## config.mk

```make
export PLATFORM = sky130hd
export DESIGN_NAME = regfile_sequencer
export DESIGN_NICKNAME = d
export VERILOG_FILES = /design/src/rtl/regfile_sequencer.sv
export SDC_FILE = /design/constraint.sdc
export NUM_CORES = 2
export LEC_CHECK = 0
export CAP_MARGIN = 20
export CORE_UTILIZATION = 59
export DETAILED_ROUTE_END_ITERATION = 12
export GPL_TIMING_DRIVEN = 0
export PLACE_DENSITY = 0.81
export SYNTH_ARGS = -nofsm -noshare
export SYNTH_HDL_FRONTEND = slang
export SYNTH_SLANG_ARGS = --single-unit
```

## constraint.sdc

```tcl
create_clock -name clk -period 2.3 [get_ports clk]
set_input_delay 0.23 -clock clk [delete_from_list [all_inputs] [get_ports clk]]
set_output_delay 0.23 -clock clk [all_outputs]
set_load 0.03 [all_outputs]
```

## src/rtl/regfile_sequencer.sv

```systemverilog
// Multi-cycle instruction sequencer: GPR file (r0 = 0) plus HI/LO, driving an external
// start/done ALU through READ -> EXEC -> WB, with a watchdog that aborts a silent ALU.
module regfile_sequencer #(
  parameter int DATA_W  = 32,
  parameter int NREGS   = 16,
  parameter int TIMEOUT = 64
) (
  input  logic                  clk,
  input  logic                  clr,
  input  logic                  ir_valid,
  output logic                  ir_ready,
  input  logic [31:0]           ir,
  output logic [DATA_W-1:0]     alu_a,
  output logic [DATA_W-1:0]     alu_b,
  output logic [4:0]            alu_op,
  output logic                  alu_start,
  input  logic                  alu_done,
  input  logic [2*DATA_W-1:0]   alu_result,
  output logic                  wb_valid,
  output logic [3:0]            wb_sel,
  output logic [DATA_W-1:0]     wb_data,
  output logic                  busy,
  output logic                  err,
  output logic [DATA_W-1:0]     hi,
  output logic [DATA_W-1:0]     lo,
  input  logic [3:0]            dbg_sel,
  output logic [DATA_W-1:0]     dbg_data
);

  // state | meaning
  // IDLE  | waiting for an instruction, ir_ready high
  // READ  | operands latched, watchdog loading
  // EXEC  | alu_start on first cycle, then waiting for alu_done or timeout
  // WB    | writeback of the captured result to a GPR or HI/LO
  typedef enum logic [1:0] {S_IDLE, S_READ, S_EXEC, S_WB} state_t;

  localparam int             WD_W    = $clog2(TIMEOUT + 1);
  localparam logic [WD_W-1:0] WD_TC  = WD_W'(TIMEOUT);
  localparam logic [4:0]     NREGS_W = 5'(NREGS);
  localparam logic [4:0]     OP_MUL  = 5'b01100;
  localparam logic [4:0]     OP_DIV  = 5'b01101;

  state_t                r_state;
  state_t                w_next;
  logic [4:0]            r_op;
  logic [3:0]            r_dst;
  logic [DATA_W-1:0]     r_alu_a;
  logic [DATA_W-1:0]     r_alu_b;
  logic [2*DATA_W-1:0]   r_res;
  logic [DATA_W-1:0]     r_hi;
  logic [DATA_W-1:0]     r_lo;
  logic [WD_W-1:0]       r_wd;
  logic [DATA_W-1:0]     r_gpr [NREGS];

  logic w_accept;
  logic w_first;
  logic w_done;
  logic w_timeout;
  logic w_muldiv;
  logic w_dst_ok;

  function automatic logic [DATA_W-1:0] f_rd(input logic [3:0] sel);
    if (sel != 4'd0 && {1'b0, sel} < NREGS_W) return r_gpr[sel];
    return '0;
  endfunction

  assign w_accept  = (r_state == S_IDLE) && ir_valid;
  assign w_first   = (r_state == S_EXEC) && (r_wd == WD_TC);
  // alu_done is ignored in the alu_start cycle; it wins over a timeout on the last cycle
  assign w_done    = (r_state == S_EXEC) && !w_first && alu_done;
  assign w_timeout = (r_state == S_EXEC) && (r_wd == '0) && !alu_done;
  assign w_muldiv  = (r_op == OP_MUL) || (r_op == OP_DIV);
  assign w_dst_ok  = (r_dst != 4'd0) && ({1'b0, r_dst} < NREGS_W);

  always_ff @(posedge clk) begin
    if (clr) r_state <= S_IDLE;
    else     r_state <= w_next;
  end

  always_comb begin
    w_next    = r_state;
    ir_ready  = 1'b0;
    busy      = 1'b1;
    alu_start = 1'b0;
    err       = 1'b0;
    wb_valid  = 1'b0;
    wb_sel    = 4'd0;
    wb_data   = '0;
    case (r_state)
      S_IDLE: begin
        ir_ready = 1'b1;
        busy     = 1'b0;
        if (ir_valid) w_next = S_READ;
      end
      S_READ: w_next = S_EXEC;
      S_EXEC: begin
        alu_start = w_first;
        if (w_done) begin
          w_next = S_WB;
        end else if (w_timeout) begin
          err    = !clr;
          w_next = S_IDLE;
        end
      end
      S_WB: begin
        wb_valid = !clr;
        wb_sel   = w_muldiv ? 4'd0 : r_dst;
        wb_data  = r_res[DATA_W-1:0];
        w_next   = S_IDLE;
      end
      default: w_next = S_IDLE;
    endcase
  end

  always_ff @(posedge clk) begin
    if (clr) begin
      r_op    <= '0;
      r_dst   <= '0;
      r_alu_a <= '0;
      r_alu_b <= '0;
      r_res   <= '0;
      r_hi    <= '0;
      r_lo    <= '0;
      r_wd    <= '0;
      for (int i = 0; i < NREGS; i++) r_gpr[i] <= '0;
    end else begin
      // operands are read at the handshake edge, so a WB from the previous
      // instruction is already visible here
      if (w_accept) begin
        r_op    <= ir[31:27];
        r_dst   <= ir[26:23];
        r_alu_a <= ir[31] ? {{(DATA_W-15){1'b0}}, ir[14:0]} : f_rd(ir[22:19]);
        r_alu_b <= f_rd(ir[18:15]);
      end
      if (r_state == S_READ)
        r_wd <= WD_TC;
      else if (r_state == S_EXEC && r_wd != '0)
        r_wd <= r_wd - WD_W'(1);
      if (w_done) r_res <= alu_result;
      if (r_state == S_WB) begin
        if (w_muldiv) begin
          r_hi <= r_res[2*DATA_W-1:DATA_W];
          r_lo <= r_res[DATA_W-1:0];
        end else if (w_dst_ok) begin
          r_gpr[r_dst] <= r_res[DATA_W-1:0];
        end
      end
    end
  end

  assign alu_a    = r_alu_a;
  assign alu_b    = r_alu_b;
  assign alu_op   = r_op;
  assign hi       = r_hi;
  assign lo       = r_lo;
  assign dbg_data = f_rd(dbg_sel);

endmodule

```

==> qor.yml <==
outcome: "complete, but fails checks"
violations: "negative setup slack"
syn2layout_area_growth_pct: 25.5
max_slew.worst_pin.slew_ns: 1.32
critical_path_arrival_ns: 2.42
drcViolationCount: 0
use_met2: 0.700
design_area_um2: 48400
endpoint_kind: "primary output"
synth_most_common_cell: "edfxtp_1"
setup_ws_ns: -0.354
netlist_top_cells_count: "edfxtp_1 (512), and2_1 (482), nand2_1 (429), mux2i_1 (292), mux4_2 (224)"
cts_buffers: 78
cp-start-kind: "register"
die_x_um: 258
ys.flop_type: "edfxtp_1"
core_um2: 64500
p_per_area_nw_per_um2: 688
cts_buffer_depth: 3
final_nets: 3853
yosys-top-cells-area: "edfxtp_1 (40%), mux4_2 (13%), dfxtp_1 (11%)"
firstDrtPassIters: 10
clkLatencyLatePin_ns: 0.66
cp.required_ns: 2.07
rsz0062_at_grt: "true"
synth_edf_count: 512
crit_fanout: 2
netlist_instances: 3161
period_minus_slack_ns: 2.65
ir_drop_v: 0.000653
placed_cell_area_um2: 43000
use_met3: 0.219
first_global_vias: 33100
synth.distinct_cells: 59
utilization: 0.750
slew_headroom: 0.118
io_buffers: 299
finalSetupViolCount: 235
syn_area_um2: 38500
yosysTopAreaCellShare: 0.399
grt_max_degree: 33
drive_above_1_share: 0.258
ctsHoldBuffers: 0
hold_ws_ns: 0.131
rows: 93
dp_hpwl_um: 104000
drv_slew: 0
busiest_layer: "met2"
antenna_found_initial: 4
cts_tree: "yes"
wl_um: 163000
cts.sink_count: 722
hold_class: "in -> reg"
htreeDepth: 3
yosysSeqAreaShare: 0.508
vias_per_cell: 7.27
syn_avg_cell_area_um2: 12.2
ys_warn_count: 0
clk_pin_slew_ns: 0.06
synth_top_cell_by_area: "edfxtp_1"
grt-ovfl-total: 0
dieArea_um2: 66300
fmax_mhz: 377
initial_utilization: 0.598
drtIter0Drc: 6375
synthArstFlopShare: 0
power_leakage_uw: 0.0187
clock-root-buffer: "clkbuf_16"
hold_violations: 0
gp_congestion: 1.01
critPathKind: "reg -> out"
cap_violations: 0
fin_skew_ns: 0.0262
ant_nets: 0
min_period_over_period: 1.15
via_count: 33900
use_met1: 0.570
track_usage: 0.477
grt_pass1_wl_um: 224000
dieHeight_um: 258
ios: 310
yosys_register_bits: 722
wl_per_cell_um: 34.9
-- cell type report --
cell class	count	area (um2)
Sequential cell	722	19600
Clock buffer	110	2330
Antenna cell	4	10.0
Timing Repair Buffer	474	4670
Inverter	4	15.0
Buffer	302	1520
Tap cell	855	1070
Clock inverter	32	333
Multi-Input combinational cell	2165	18800
Fill cell	4068	16100
-- through the flow --
step                      instances  power, uW  TNS [ns]  setup WS [ns]
after detailed placement       4360      19300   -672.99          -1.44
after global placement         4346      19200   -879.17          -1.69
final                          4668      33300    -14.02         -0.354
after CTS                      4608      32600    -17.13         -0.319
after global routing           4664      33700    -10.01         -0.377
after floorplan                3192      17400         0       0.000869
-- repair_timing --
action | in CTS | in global routing
pin swaps | 11 | 9
cloned | 2 | 0
setup buffers | 104 | 55
gates resized for setup | 608 | 142
setup endpoints to repair | 1028 | 507
-- cells by family after synthesis --
logic type / after synthesis / synth area share
buffers and inverters: 307 / 0.0340
other: 1 / 0.0000973
adders and majority gates: 2 / 0.000649
DFF: 722 / 0.508
xor gates and xnor gates: 2 / 0.000455
and+or+nand+nor: 1107 / 0.150
muxes: 578 / 0.225
AOI/OAI and AO/OA: 442 / 0.0817
-- final timing paths --
path / start / end / slack, ns / cells after the start
setup / recovery: r_wd[1] / err / -0.35 / 6
hold / removal: ir[28] / alu_op[1] / 0.13 / 3
setup reg to reg: r_dst[3] / r_gpr[15][2] / -0.11 / 3
hold reg to reg: r_res[54] / hi[22] / 0.46 / 2
-- sequential cells by signal (all words and copies together) (netlist names) --
| register | count |
|---|---|
| r_gpr | 512 |
| r_res | 64 |
| alu_a | 32 |
| alu_b | 32 |
| hi | 32 |
| lo | 32 |
| r_wd | 7 |
| alu_op | 5 |
| r_dst | 4 |
| r_state | 2 |
-- layout by cell type (no fill, tap or decap), drive strengths merged, types with 7 or more instances in the layout --
| cell type | count |
|---|---|
| o31ai | 34 |
| edfxtp | 512 |
| and2 | 482 |
| clkinv | 20 |
| o22ai | 15 |
| buf | 313 |
| nor3 | 9 |
| mux2i | 292 |
| and3 | 51 |
| o32ai | 15 |
| a221oi | 30 |
| clkdlybuf4s50 | 226 |
| dlygate4sd2 | 8 |
| clkdlybuf4s15 | 33 |
| o41ai | 17 |
| inv | 7 |
| nor2 | 51 |
| dfxtp | 210 |
| or2 | 20 |
| nand2 | 429 |
| a21oi | 159 |
| nor2b | 36 |
| bufinv | 7 |
| conb | 32 |
| a22oi | 128 |
| clkbuf | 306 |
| mux2 | 62 |
| nand2b | 7 |
| mux4 | 224 |
| o221ai | 32 |
-- worst max-delay path, cell delays in order, from the launching register on --
cell and delay [ns]:
dfxtp_2 0.32, inv_2 0.08, ha_4 0.14, or4b_4 0.49
or3_4 0.41, nor4_4 0.17, buf_6 0.18
-- metal layers --
metal,up-vias,share of wire
li1,12900,-
met1,16100,0.31
met2,3888,0.43
met3,1036,0.19
met4,4,0.078
met5,-,0.00042
-- power by group --
| group | internal, uW | switching (uW) |
|---|---|---|
| logic | 2030 | 3050 |
| clock network | 7860 | 5500 |
| registers | 14400 | 476 |
| total | 24300 | 9030 |
No activity file was read; power rests on OpenSTA's default activity.
